## config.mk

```make
export PLATFORM = sky130hd
export DESIGN_NAME = cdb_arbiter_flat
export DESIGN_NICKNAME = d
export VERILOG_FILES = /design/src/rtl/cdb_arbiter_if.sv /design/src/rtl/cdb_arbiter.sv /design/src/flat_wrapper.sv
export SDC_FILE = /design/constraint.sdc
export NUM_CORES = 1
export LEC_CHECK = 0
export CAP_MARGIN = 20
export CORE_MARGIN = 2
export CORE_UTILIZATION = 45
export CTS_CLUSTER_DIAMETER = 120
export DETAILED_ROUTE_END_ITERATION = 6
export PLACE_DENSITY_LB_ADDON = 0.3
export SLEW_MARGIN = 10
export SYNTH_ARGS = -nofsm -noshare
export SYNTH_HDL_FRONTEND = slang
export SYNTH_SLANG_ARGS = --single-unit
```

## constraint.sdc

```tcl
create_clock -name clk -period 6.1 [get_ports clk]
set_clock_uncertainty 0.15 [all_clocks]
set_input_delay 1.525 -clock clk [delete_from_list [all_inputs] [get_ports clk]]
set_output_delay 1.525 -clock clk [all_outputs]
set_load 0.02 [all_outputs]
```

## src/rtl/cdb_arbiter_if.sv

```systemverilog
// Common Data Bus arbiter port bundle: FU result handshake in, registered CDB broadcast out.
// master = FU/producer side, slave = arbiter.
interface cdb_arbiter_if #(
    parameter int N_REQ = 8,
    parameter int DW    = 32,
    parameter int TAGW  = 5
);
    logic [N_REQ-1:0]           req_valid;
    logic [N_REQ*TAGW-1:0]      req_tag;
    logic [N_REQ*DW-1:0]        req_data;
    logic [N_REQ-1:0]           req_ready;
    logic [N_REQ-1:0]           flush_mask;
    logic [N_REQ:0]             CDB_result;
    logic                       cdb_valid;
    logic [TAGW-1:0]            cdb_tag;
    logic [DW-1:0]              cdb_data;
    logic                       reg_we;
    logic [$clog2(N_REQ+1)-1:0] slots_busy;

    modport master (
        output req_valid, req_tag, req_data, flush_mask,
        input  req_ready, CDB_result, cdb_valid, cdb_tag, cdb_data, reg_we, slots_busy
    );
    modport slave (
        input  req_valid, req_tag, req_data, flush_mask,
        output req_ready, CDB_result, cdb_valid, cdb_tag, cdb_data, reg_we, slots_busy
    );
endinterface

```

## src/rtl/cdb_arbiter.sv

```systemverilog
// CDB arbiter: one 1-entry slot per FU, one registered broadcast per cycle.
// Define CDB_RR_EN for round-robin arbitration; default is fixed priority (lowest index wins).
module cdb_slot #(
    parameter int DW   = 32,
    parameter int TAGW = 5
) (
    input  logic            clk,
    input  logic            rst,
    input  logic            load,
    input  logic            grant,
    input  logic            flush,
    input  logic [TAGW-1:0] tag_in,
    input  logic [DW-1:0]   data_in,
    output logic            v,
    output logic            v_nxt,
    output logic [TAGW-1:0] tag,
    output logic [DW-1:0]   data
);
    // flush beats a same-cycle load; load beats drain so load+drain keeps the slot full
    always_comb begin
        v_nxt = v;
        if (flush)      v_nxt = 1'b0;
        else if (load)  v_nxt = 1'b1;
        else if (grant) v_nxt = 1'b0;
    end

    always_ff @(posedge clk or negedge rst) begin
        if (!rst) begin
            v    <= 1'b0;
            tag  <= '0;
            data <= '0;
        end else begin
            v <= v_nxt;
            if (load && !flush) begin
                tag  <= tag_in;
                data <= data_in;
            end
        end
    end
endmodule

module cdb_arbiter #(
    parameter int N_REQ = 8,
    parameter int DW    = 32,
    parameter int TAGW  = 5
) (
    input  logic         clk,
    input  logic         rst,
    cdb_arbiter_if.slave bus
);
    localparam int IW = (N_REQ > 1) ? $clog2(N_REQ) : 1;
    localparam int CW = $clog2(N_REQ + 1);

    logic [N_REQ-1:0]            slot_v, slot_v_nxt, elig, grant, load;
    logic [N_REQ-1:0][TAGW-1:0]  slot_tag;
    logic [N_REQ-1:0][DW-1:0]    slot_data;
    logic                        gnt_any;
    logic [IW-1:0]               gnt_idx;
    logic [CW-1:0]               busy_nxt, busy_r;
    logic                        out_v, kill;
    logic [N_REQ:0]              out_oh;
    logic [TAGW-1:0]             tag_r;
    logic [DW-1:0]               data_r;

    assign elig          = slot_v & ~bus.flush_mask;
    assign grant         = gnt_any ? (N_REQ'(1) << gnt_idx) : '0;
    assign bus.req_ready = ~slot_v | grant;
    assign load          = bus.req_valid & bus.req_ready;

    for (genvar i = 0; i < N_REQ; i++) begin : g_slot
        cdb_slot #(.DW(DW), .TAGW(TAGW)) u_slot (
            .clk     (clk),
            .rst     (rst),
            .load    (load[i]),
            .grant   (grant[i]),
            .flush   (bus.flush_mask[i]),
            .tag_in  (bus.req_tag[i*TAGW +: TAGW]),
            .data_in (bus.req_data[i*DW +: DW]),
            .v       (slot_v[i]),
            .v_nxt   (slot_v_nxt[i]),
            .tag     (slot_tag[i]),
            .data    (slot_data[i])
        );
    end

`ifdef CDB_RR_EN
    logic [IW-1:0] rr_ptr, idx;

    // Walk downward so the candidate closest to rr_ptr is the last (winning) assignment
    always_comb begin
        gnt_any = 1'b0;
        gnt_idx = '0;
        idx     = '0;
        for (int k = N_REQ - 1; k >= 0; k--) begin
            idx = IW'((int'(rr_ptr) + k) % N_REQ);
            if (elig[idx]) begin
                gnt_any = 1'b1;
                gnt_idx = idx;
            end
        end
    end

    always_ff @(posedge clk or negedge rst) begin
        if (!rst)         rr_ptr <= '0;
        else if (gnt_any) rr_ptr <= IW'((int'(gnt_idx) + 1) % N_REQ);
    end
`else
    always_comb begin
        gnt_any = 1'b0;
        gnt_idx = '0;
        for (int k = N_REQ - 1; k >= 0; k--) begin
            if (elig[k]) begin
                gnt_any = 1'b1;
                gnt_idx = IW'(k);
            end
        end
    end
`endif

    always_comb begin
        busy_nxt = '0;
        for (int k = 0; k < N_REQ; k++) busy_nxt = busy_nxt + CW'(slot_v_nxt[k]);
    end

    always_ff @(posedge clk or negedge rst) begin
        if (!rst) begin
            out_v  <= 1'b0;
            out_oh <= (N_REQ+1)'(1);
            tag_r  <= '0;
            data_r <= '0;
            busy_r <= '0;
        end else begin
            out_v  <= gnt_any;
            out_oh <= gnt_any ? {grant, 1'b0} : (N_REQ+1)'(1);
            busy_r <= busy_nxt;
            if (gnt_any) begin
                tag_r  <= slot_tag[gnt_idx];
                data_r <= slot_data[gnt_idx];
            end
        end
    end

    // A late flush of the source currently on the bus cancels the broadcast in place
    assign kill           = |(out_oh[N_REQ:1] & bus.flush_mask);
    assign bus.cdb_valid  = out_v & ~kill;
    assign bus.CDB_result = kill ? (N_REQ+1)'(1) : out_oh;
    assign bus.cdb_tag    = tag_r;
    assign bus.cdb_data   = data_r;
    assign bus.reg_we     = bus.cdb_valid & (tag_r != '0);
    assign bus.slots_busy = busy_r;
endmodule

```

## src/flat_wrapper.sv

```systemverilog
// flat-port wrapper written by rule: the top's interface ports become plain ports
module cdb_arbiter_flat 
#(
    parameter int N_REQ = 8,
    parameter int DW    = 32,
    parameter int TAGW  = 5
)
  (clk, rst, bus_req_valid, bus_req_tag, bus_req_data, bus_flush_mask, bus_req_ready, bus_CDB_result, bus_cdb_valid, bus_cdb_tag, bus_cdb_data, bus_reg_we, bus_slots_busy);
  cdb_arbiter_if #(.N_REQ(N_REQ), .DW(DW), .TAGW(TAGW)) bus_i ();
  input  logic clk;
  input  logic rst;
  input wire logic [$bits(bus_i.req_valid)-1:0] bus_req_valid;
  input wire logic [$bits(bus_i.req_tag)-1:0] bus_req_tag;
  input wire logic [$bits(bus_i.req_data)-1:0] bus_req_data;
  input wire logic [$bits(bus_i.flush_mask)-1:0] bus_flush_mask;
  output wire logic [$bits(bus_i.req_ready)-1:0] bus_req_ready;
  output wire logic [$bits(bus_i.CDB_result)-1:0] bus_CDB_result;
  output wire logic [$bits(bus_i.cdb_valid)-1:0] bus_cdb_valid;
  output wire logic [$bits(bus_i.cdb_tag)-1:0] bus_cdb_tag;
  output wire logic [$bits(bus_i.cdb_data)-1:0] bus_cdb_data;
  output wire logic [$bits(bus_i.reg_we)-1:0] bus_reg_we;
  output wire logic [$bits(bus_i.slots_busy)-1:0] bus_slots_busy;
  assign bus_i.req_valid = bus_req_valid;
  assign bus_i.req_tag = bus_req_tag;
  assign bus_i.req_data = bus_req_data;
  assign bus_i.flush_mask = bus_flush_mask;
  assign bus_req_ready = bus_i.req_ready;
  assign bus_CDB_result = bus_i.CDB_result;
  assign bus_cdb_valid = bus_i.cdb_valid;
  assign bus_cdb_tag = bus_i.cdb_tag;
  assign bus_cdb_data = bus_i.cdb_data;
  assign bus_reg_we = bus_i.reg_we;
  assign bus_slots_busy = bus_i.slots_busy;
  cdb_arbiter #(.N_REQ(N_REQ), .DW(DW), .TAGW(TAGW)) u_core (.clk(clk), .rst(rst), .bus(bus_i));
endmodule
```

==> flow_summary_export.csv, run 1 <==
group,metric,value,unit
placement,dpl.cell_count,2110,
job,cap_violations,0,
clock_tree,cts_hold_buf,0,
worst_setup_path,path_class,"input port to primary output",
timing,fin_ws,0.213,ns
floorplan,die_h,192,um
worst_setup_path,rr_startpoint,"u_core.g_slot[2].u_slot.v",
global_route,grt_usage,29.0,%
logic_synthesis,ys.flop_type,"dfrtp_1",
worst_setup_path,crit_fanout,25,
worst_hold_path,worstHoldEndpoint,"u_core.g_slot[6].u_slot.data[20]",
placement,port_buffers,373,
floorplan,start_util,45.7,%
timing,grt_setup_unrepaired,"false",
layout,layout.nets,2017,
clock_tree,clockBufferDepth,3,
placement,place.gp.congestion,0.882,
worst_hold_path,hp-class,"flop to flop",
global_route,grt_overflow,0,
timing,post-route-period-util,96.5,%
floorplan,die_w,192,um
timing,timing.hold.ws,0.336,ns
timing,hold_viol,0,
detailed_routing,vias_per_cell,5.58,
logic_synthesis,synthDistinctLibCells,50,
layout,drive_gt1_share,23.4,%
worst_setup_path,crit_top_cell,"clkdlybuf4s50_1",
worst_setup_path,endpoint_kind,"primary output",
worst_setup_path,critPathLaunchType,"input port",
global_route,grt_pass1_wl,78200,um
layout,area_delta_synth_final,36.0,%
logic_synthesis,synth_area_leaders,"dfrtp_1 (56%), mux2_2 (18%), nand2_1 (6.2%)",
clock_tree,root_buffer,"clkbuf_16",
detailed_routing,routed_wirelength,53000,um
timing,finalSetupViolCount,0,
clock_tree,clkTransAtPathRegs,0.06,ns
timing,finalMaxSlewViolations,0,
detailed_routing,drtIter0Drc,628,
pwr,power.total,7.27,mW
worst_hold_path,hold_path.startpoint,"u_core.g_slot[6].u_slot.data[20]",
logic_synthesis,seq_area_frac_synth,56.1,%
clock_tree,cts_tree,"done",
logic_synthesis,avgSynthCellArea,11.9,um2
global_route,antenna_found_initial,8,
placement,place_hpwl,35700,um
logic_synthesis,ys_warn_count,0,
pwr,ir_drop,187,uV
worst_setup_path,r2r_cells,10,
clock_tree,cts_buffers,39,
pwr,pwr_density_cell,337,nW/um2
clock_tree,clock-sinks,355,
clock_tree,cts_setup_buffers,0,
logic_synthesis,synth_top_area_cell,"dfrtp_1",
placement,place_ws,0.134,ns
timing,period_minus_slack,5.89,ns
worst_setup_path,startpoint,"bus_flush_mask[0]",
timing,max_freq,170,MHz
logic_synthesis,synth_area,15800,um2
layout,nFillCells,2764,
worst_hold_path,hold-path-cell-count,1,
floorplan,core,34600,um2
global_route,grt_pass1_vias,12963,
logic_synthesis,synth_common_cells,"dfrtp_1 (354), nand2_1 (262), mux2_2 (250)",
detailed_routing,antenna_left,0,
logic_synthesis,syn_inst,1332,
outcome,status,"completed",
timing,tightest_slew,1.12,ns
detailed_routing,dr.pass1.iters,5,
worst_setup_path,critical-path-max-stage-delay,0.66,ns
timing,slew_headroom,25.6,%
worst_setup_path,worst_ep_arrival_time,4.21,ns
clock_tree,insertion_delay,0.51,ns
floorplan,die-area,36700,um2
clock_tree,cts_resized,0,
clock_tree,htreeDepth,2,
worst_setup_path,cp_cell_sequence,"clkdlybuf4s50_1 > nand2b_2 > inv_2 > nor4_4 > buf_4 > nand2_1 > o21ai_1 > clkdlybuf4s50_1",
floorplan,io_pins,374,
pwr,p_leak,9.16,nW
logic_synthesis,async_flop_share,100,%
floorplan,rows,68,
worst_setup_path,regToRegEndpoint,"u_core.bus.slots_busy[2]",
logic_synthesis,synth_top_area_share,55.9,%
worst_setup_path,cp_slowest_cell,"clkdlybuf4s50_1",
worst_setup_path,worstPathRequired,4.43,ns
layout,fin_cells,2186,
worst_setup_path,regToRegSetupSlack,1.82,ns
logic_synthesis,synth_edf_count,0,
logic_synthesis,ys_ff_latch,355,
detailed_routing,vias,12206,
detailed_routing,drc,0,
logic_synthesis,synth_most_common_cell,"dfrtp_1",
global_route,grt_max_degree,140,
detailed_routing,wl_per_cell,24.2,um
timing,tns,0,ns
logic_synthesis,syn_nets,1653,
[power breakdown]
part / internal (mW) / leakage, nW / switching (mW) / total [mW]
Sequential: 2.80 / 4.20 / 0.267 / 3.07
Clock: 1.57 / 0.695 / 0.964 / 2.53
Combinational: 0.861 / 4.26 / 0.803 / 1.66
[through the flow]
| step | cell area, um2 | utilization, % |
|---|---|---|
| 6_report | 21500 | 62.2 |
| 2_1_floorplan | 15800 | - |
| 5_1_grt | 21500 | 62.2 |
| 3_5_place_dp | 20100 | 58.1 |
| 4_1_cts | 21500 | 62.2 |
| 3_3_place_gp | 20100 | 58.1 |
[layout by cell type, fill, tap and decap left out, types with 8 or more instances in the layout]
cell | Yosys | routed
clkdlybuf4s50_1 | 0 | 372
dfrtp_1 | 354 | 354
nand2_1 | 262 | 262
mux2_2 | 250 | 250
nand3_1 | 72 | 71
o21ai_0 | 43 | 43
clkbuf_16 | 0 | 41
a31oi_1 | 38 | 38
mux2_4 | 30 | 30
buf_4 | 1 | 28
a21oi_1 | 26 | 23
a32o_1 | 18 | 18
inv_1 | 17 | 17
mux2_1 | 17 | 17
o22a_1 | 16 | 16
and3_1 | 16 | 16
nor2_1 | 15 | 14
clkinv_2 | 0 | 11
and2_1 | 10 | 10
nand2b_1 | 8 | 8
[worst max path at each step]
stage	endpoint	depth (start not counted)	slack (ns)
floorplan	u_core.bus.slots_busy[2]	12	0.70
global placement	u_core.bus.slots_busy[1]	12	0.16
detailed placement	u_core.bus.slots_busy[1]	12	0.13
CTS	bus_req_ready[6]	8	0.22
global route	bus_req_ready[6]	8	0.09
finish	bus_req_ready[6]	8	0.21
[critical path: cells and delay by family]
kind | cells | cell delay (ns)
buf+inv | 4 | 1.73
compound gates | 1 | 0.29
simple gates | 3 | 0.65
[layer usage]
metal,part of all wire (%),global-route usage [%]
met5,0.068,0
met4,3.1,10.2
met1,42,38.1
met3,7.1,6.36
met2,47,47.4
[flip-flops by register name (all words and copies together), names as in the netlist]
signal                     cells
u_core.g_slot.u_slot.data    256
u_core.g_slot.u_slot.tag      40
u_core.bus.cdb_data           32
u_core.out_oh                  9
u_core.g_slot.u_slot.v         8
u_core.bus.cdb_tag             5
u_core.bus.slots_busy          4
u_core.out_v                   1
[area by class of cell]
type	count	area [um2]	share of cell area [%]
multi-input combinational	877	6600	30.6
tap	455	569	2.64
sequential	355	8880	41.3
antenna	5	12.5	0.0581
clock inverter	21	268	1.24
inverter	19	71.3	0.331
timing repair buffer	404	4000	18.6
clock buffer	50	1130	5.25
[cell families after synthesis]
logic type	synth area share (%)
adders and majority gates	0.743
and+or+nand+nor	11.2
AOI/OAI and AO/OA	7.10
buffers and inverters	2.81
xor gates and xnor gates	0.0553
DFF	56.1
muxes	22.0
(Power assumes the default switching activity.)
==> run 2: changes to the inputs <==
--- a/config.mk
+++ b/config.mk
@@ -6,7 +6,7 @@
 export NUM_CORES = 1
 export LEC_CHECK = 0
 export CAP_MARGIN = 20
-export CORE_MARGIN = 2
+export CORE_MARGIN = 1.5
 export CORE_UTILIZATION = 45
 export CTS_CLUSTER_DIAMETER = 120
 export DETAILED_ROUTE_END_ITERATION = 6
==> run 2 against run 1 <==
- final cell count up 0.23%
- combinational power about the same
- sequential share of layout area up 0.11 points
- hold slack better by 0.0012 ns
- via count about the same
- first-iteration DRC count up 47%
- critical endpoint unchanged
- count of clock-buffer cells in the layout up 9
- total power down 1.8%
- routed wire length down 0.12%
- register-to-register slack better by 0.14 ns
- flip-flop and latch count unchanged
==> flow_summary_export.csv, run 2 (synthesis gave the netlist of run 1 again) <==
group,metric,value,unit
worst_setup_path,worst_ep_arrival_time,4.12,ns
clock_tree,root_buffer,"clkbuf_16",
placement,port_buffers,373,
clock_tree,insertion_delay,0.52,ns
timing,max_freq,172,MHz
clock_tree,cts_hold_buf,0,
floorplan,die-area,36300,um2
worst_hold_path,hold-path-cell-count,1,
timing,slew_headroom,24.7,%
layout,drive_gt1_share,23.3,%
timing,grt_setup_unrepaired,"false",
global_route,grt_pass1_wl,78000,um
worst_setup_path,cp_slowest_cell,"clkdlybuf4s50_1",
clock_tree,cts_resized,0,
detailed_routing,vias,12196,
worst_setup_path,cp_cell_sequence,"clkdlybuf4s50_1 > nand2b_2 > inv_2 > nor4_4 > buf_4 > nand2_1 > o21ai_1 > clkdlybuf4s50_1",
timing,hold_viol,0,
placement,place_hpwl,35700,um
worst_setup_path,path_class,"input port to primary output",
detailed_routing,routed_wirelength,52900,um
floorplan,rows,68,
detailed_routing,drc,0,
floorplan,start_util,45.7,%
layout,regMostFlops,"u_core.g_slot.u_slot.data",
pwr,pwr_density_cell,332,nW/um2
layout,layout.nets,2023,
detailed_routing,drtIter0Drc,921,
clock_tree,cts_buffers,39,
layout,final_cell_mix,"clkdlybuf4s50_1 (372), dfrtp_1 (354), nand2_1 (262), mux2_2 (250), nand3_1 (71)",
global_route,grt_overflow,0,
timing,timing.hold.ws,0.337,ns
worst_setup_path,endpoint_kind,"primary output",
clock_tree,htreeDepth,2,
worst_setup_path,critPathLaunchType,"input port",
floorplan,core,34600,um2
timing,tns,0,ns
detailed_routing,vias_per_cell,5.57,
global_route,grt_usage,29.2,%
global_route,antenna_found_initial,9,
layout,layout_commonest_cell,"clkdlybuf4s50_1",
timing,tightest_slew,1.13,ns
detailed_routing,dr.pass1.iters,7,
pwr,ir_drop,270,uV
layout,largest_reg_flops,256,
layout,area_delta_synth_final,35.6,%
outcome,status,"completed",
clock_tree,cts_setup_buffers,0,
floorplan,io_pins,374,
worst_setup_path,crit_fanout,25,
detailed_routing,antenna_left,0,
detailed_routing,wl_per_cell,24.1,um
worst_setup_path,r2r_cells,12,
worst_setup_path,critical-path-max-stage-delay,0.64,ns
pwr,power.total,7.14,mW
clock_tree,cts_tree,"done",
pwr,p_leak,9.14,nW
floorplan,die_w,191,um
clock_tree,clockBufferDepth,3,
clock_tree,clock-sinks,355,
timing,finalSetupViolCount,0,
timing,finalMaxSlewViolations,0,
placement,place.gp.congestion,0.875,
worst_setup_path,worstPathRequired,4.43,ns
timing,post-route-period-util,95.0,%
global_route,grt_max_degree,126,
floorplan,die_h,191,um
timing,period_minus_slack,5.80,ns
worst_hold_path,hp-class,"flop to flop",
worst_setup_path,crit_top_cell,"clkdlybuf4s50_1",
global_route,grt_pass1_vias,12647,
job,cap_violations,0,
clock_tree,clkTransAtPathRegs,0.06,ns
-- run 2: metrics by stage --
step | utilization [%] | setup slack (ns) | cells | cell area (um2)
finish | 62.0 | 0.302 | 2191 | 21500
global route | 62.0 | 0.146 | 2191 | 21500
CTS | 62.0 | 0.313 | 2186 | 21500
detailed placement | 58.2 | 0.286 | 2115 | 20100
global placement | 58.2 | 0.353 | 2115 | 20100
floorplan | - | 0.701 | 1332 | 15800
-- run 2: final cells by class --
type                            count  area [um2]
Clock buffer                       59        1160
Timing Repair Buffer              410        4040
Sequential cell                   355        8880
Fill cell                        2794       13200
Clock inverter                     12         146
Tap cell                          455         569
Multi-Input combinational cell    877        6600
Inverter                           19        71.3
Antenna cell                        4        10.0
-- run 2: routing by layer --
metal / track usage [%] / share of wire [%] / wire [um]
met2: 46.7 / 46 / 24500
met1: 38.8 / 42 / 22400
met5: 0 / 0.13 / 69
met3: 6.42 / 7.6 / 4030
met4: 11.2 / 3.7 / 1950
-- run 2: path summary, 6_finish.rpt --
path / start / to / slack (ns)
min reg2reg: u_core.g_slot[6].u_slot.tag[3] / u_core.g_slot[6].u_slot.tag[3] / 0.34
max in group asynchronous: rst / u_core.g_slot[6].u_slot.data[30] / 3.52
min: u_core.g_slot[6].u_slot.tag[3] / u_core.g_slot[6].u_slot.tag[3] / 0.34
max: bus_flush_mask[0] / bus_req_ready[6] / 0.30
max reg2reg: u_core.g_slot[1].u_slot.v / u_core.bus.slots_busy[2] / 1.96
min in group asynchronous: rst / u_core.g_slot[0].u_slot.data[31] / 0.93
-- run 2: critical path, delay by kind of cell --
| kind | cells | cell delay, ns |
|---|---|---|
| buffers and inverters | 4 | 1.69 |
| and+or+nand+nor | 3 | 0.66 |
| AOI/OAI and AO/OA | 1 | 0.24 |
-- run 2: where the power goes --
part	total, mW	internal [mW]	switching [mW]
combinational	1.66	0.862	0.796
sequential	3.07	2.81	0.268
clock	2.40	1.44	0.961
total	7.14	5.11	2.03
==> run 3: changes to the inputs <==
--- a/config.mk
+++ b/config.mk
@@ -14,4 +14,5 @@
 export SLEW_MARGIN = 10
 export SYNTH_ARGS = -nofsm -noshare
 export SYNTH_HDL_FRONTEND = slang
+export SYNTH_HIERARCHICAL = 1
 export SYNTH_SLANG_ARGS = --single-unit
==> run 3 against run 2 <==
- register-to-register slack worse by 0.20 ns
- area after synthesis grew 7.6%
- worst setup slack gained 0.083 ns
- non-clock buffer count grew 7
- routed wire length rose by 0.64%
- fmax grew 1.5%
- first-iteration DRC count shrank 11%
- core utilization down 2.1 points
- flip-flop and latch count unchanged
- cell area is 4.5% higher
- die area up 7.5%
==> flow_summary_export.csv, run 3 <==
group,metric,value,unit
floorplan,die_w,198,um
timing,grt_setup_unrepaired,"false",
worst_setup_path,crit_top_cell,"clkdlybuf4s50_1",
pwr,ir_drop,175,uV
global_route,grt_overflow,0,
worst_setup_path,critical-path-max-stage-delay,0.70,ns
detailed_routing,vias_per_cell,5.40,
timing,slew_headroom,27.3,%
logic_synthesis,synth-compound-area-share,9.85,%
layout,multiInputGateArea,7240,um2
detailed_routing,wl_per_cell,25.2,um
detailed_routing,routed_wirelength,53200,um
timing,hold_viol,0,
worst_setup_path,worstPathRequired,4.43,ns
worst_setup_path,critPathLaunchType,"input port",
pwr,p_leak,9.72,nW
layout,largest_reg_flops,256,
logic_synthesis,synth_top_area_cell,"dfrtp_1",
pwr,pwr_density_cell,358,nW/um2
clock_tree,cts_resized,0,
layout,layout.nets,1881,
clock_tree,htreeDepth,2,
logic_synthesis,ys.flop_type,"dfrtp_1",
worst_hold_path,hold_path.startpoint,"u_core/g_slot[6].u_slot/data[31]",
worst_setup_path,worst_ep_arrival_time,4.04,ns
timing,post-route-period-util,93.7,%
detailed_routing,dr.pass1.iters,5,
layout,nFillCells,2996,
layout,area_delta_synth_final,31.7,%
clock_tree,clkTransAtPathRegs,0.06,ns
worst_setup_path,cp_top_family,"buffers and inverters",
worst_setup_path,crit_fanout,6,
layout,drive_gt1_share,28.9,%
worst_setup_path,cp_cell_sequence,"clkdlybuf4s50_1 > nand2b_1 > nand2_4 > nor2_1 > o31ai_2 > o31ai_1 > clkdlybuf4s50_1",
logic_synthesis,synth_most_common_cell,"dfrtp_1",
detailed_routing,antenna_left,0,
timing,tightest_slew,1.09,ns
timing,tns,0,ns
worst_hold_path,hp-class,"flop to flop",
floorplan,rows,71,
floorplan,die_h,198,um
logic_synthesis,synth_common_cells,"dfrtp_1 (354), mux2_4 (240), nand2_1 (86)",
logic_synthesis,yosys.area_share.simple,5.17,%
layout,fin_cells,2113,
detailed_routing,vias,11408,
timing,finalMaxSlewViolations,0,
floorplan,die-area,39000,um2
logic_synthesis,synth_mux_area_share,26.5,%
detailed_routing,drc,0,
timing,period_minus_slack,5.71,ns
worst_setup_path,rr_startpoint,"u_core/g_slot[6].u_slot/v",
worst_setup_path,critPathBufInv,2,
floorplan,start_util,45.5,%
global_route,grt_max_degree,132,
global_route,grt_usage,27.3,%
worst_setup_path,endpoint_kind,"primary output",
logic_synthesis,synthDistinctLibCells,55,
clock_tree,cts_hold_buf,0,
worst_setup_path,startpoint,"bus_flush_mask[1]",
logic_synthesis,syn_inst,1172,
clock_tree,cts_tree,"done",
clock_tree,cts_buffers,41,
logic_synthesis,async_flop_share,100,%
logic_synthesis,synth_edf_count,0,
timing,max_freq,175,MHz
logic_synthesis,ys_ff_latch,355,
worst_setup_path,path_class,"input port to primary output",
layout,seq_area,8880,um2
worst_setup_path,cp_slowest_cell,"clkdlybuf4s50_1",
placement,dpl.cell_count,2027,
logic_synthesis,synth_top_area_share,52.0,%
logic_synthesis,synth_top_family_by_area,"multiplexers",
logic_synthesis,synth_area,17000,um2
layout,layout_commonest_cell,"clkdlybuf4s50_1",
clock_tree,insertion_delay,0.54,ns
logic_synthesis,seq_area_frac_synth,52.1,%
job,cap_violations,0,
logic_synthesis,synth_area_leaders,"dfrtp_1 (52%), mux2_4 (21%), mux2_2 (4.1%)",
clock_tree,clockBufferDepth,3,
placement,place_hpwl,38900,um
outcome,status,"completed",
global_route,grt_pass1_vias,11806,
timing,finalSetupViolCount,0,
placement,place.gp.congestion,0.901,
logic_synthesis,synth-xor-area-share,0.0514,%
layout,final_cell_mix,"clkdlybuf4s50_1 (371), dfrtp_1 (354), mux2_4 (240), nand2_1 (86), mux2_2 (62)",
logic_synthesis,ys_warn_count,6,
clock_tree,clock-sinks,355,
layout,regMostFlops,"u_core/g_slot.u_slot/data",
placement,port_buffers,373,
logic_synthesis,avgSynthCellArea,14.5,um2
clock_tree,cts_setup_buffers,0,
global_route,antenna_found_initial,9,
detailed_routing,drtIter0Drc,819,
floorplan,io_pins,374,
global_route,grt_pass1_wl,77700,um
logic_synthesis,synth_fa_ha_area_share,0.690,%
logic_synthesis,syn_nets,1493,
clock_tree,root_buffer,"clkbuf_16",
floorplan,core,37500,um2
[run 3: power breakdown]
group | switching (mW) | internal, mW | total, mW
sequential | 0.360 | 2.88 | 3.24
combinational | 0.985 | 1.18 | 2.16
clock | 0.991 | 1.65 | 2.64
total | 2.34 | 5.71 | 8.04
[run 3: final cells by class]
class	count	share of cell area, %
Antenna cell	12	0.134
Clock buffer	55	5.40
Clock inverter	18	1.13
Inverter	25	0.418
Multi-Input combinational cell	720	32.3
Sequential cell	355	39.6
Tap cell	511	2.85
Timing Repair Buffer	417	18.2
[run 3: kinds of logic after synthesis]
kind of cell    after synthesis
flops                       355
buf+inv                      97
fa+ha+maj                     7
compound gates              220
xor+xnor                      1
mux                         323
simple gates                169
[run 3: path summary, 6_finish.rpt]
kind | depth (start not counted) | slack (ns) | end
max | 7 | 0.39 | bus_req_ready[4]
min | 1 | 0.35 | u_core/g_slot[6].u_slot/data[31]
max reg2reg | 17 | 1.76 | u_core/bus.slots_busy[2]
min reg2reg | 1 | 0.35 | u_core/g_slot[6].u_slot/data[31]
max in group asynchronous | 2 | 3.65 | u_core/g_slot[0].u_slot/data[25]
min in group asynchronous | 1 | 0.93 | u_core/g_slot[1].u_slot/data[4]
[run 3: per-layer routing]
metal  share of wire (%)  up-vias  global-route usage [%]
met5                   0        -                       0
met3                 7.0       78                    6.03
met1                  46     5789                    39.8
met2                  44      454                    39.6
li1                    -     5087                       -
met4                 3.0        0                    9.98
[run 3: metrics by stage]
| stage | util [%] | hold WS [ns] | power, mW | setup WS [ns] | instance area [um2] |
|---|---|---|---|---|---|
| final | 59.9 | 0.353 | 8.04 | 0.386 | 22400 |
| after global routing | 59.9 | 0.368 | 8.36 | 0.254 | 22400 |
| after CTS | 59.8 | 0.359 | 8.08 | 0.386 | 22400 |
| after detailed placement | 55.9 | 0.343 | 5.40 | 0.200 | 20900 |
| after global placement | 55.9 | 0.334 | 5.37 | 0.282 | 20900 |
| after floorplan | - | 0.323 | 4.47 | 0.498 | 17000 |
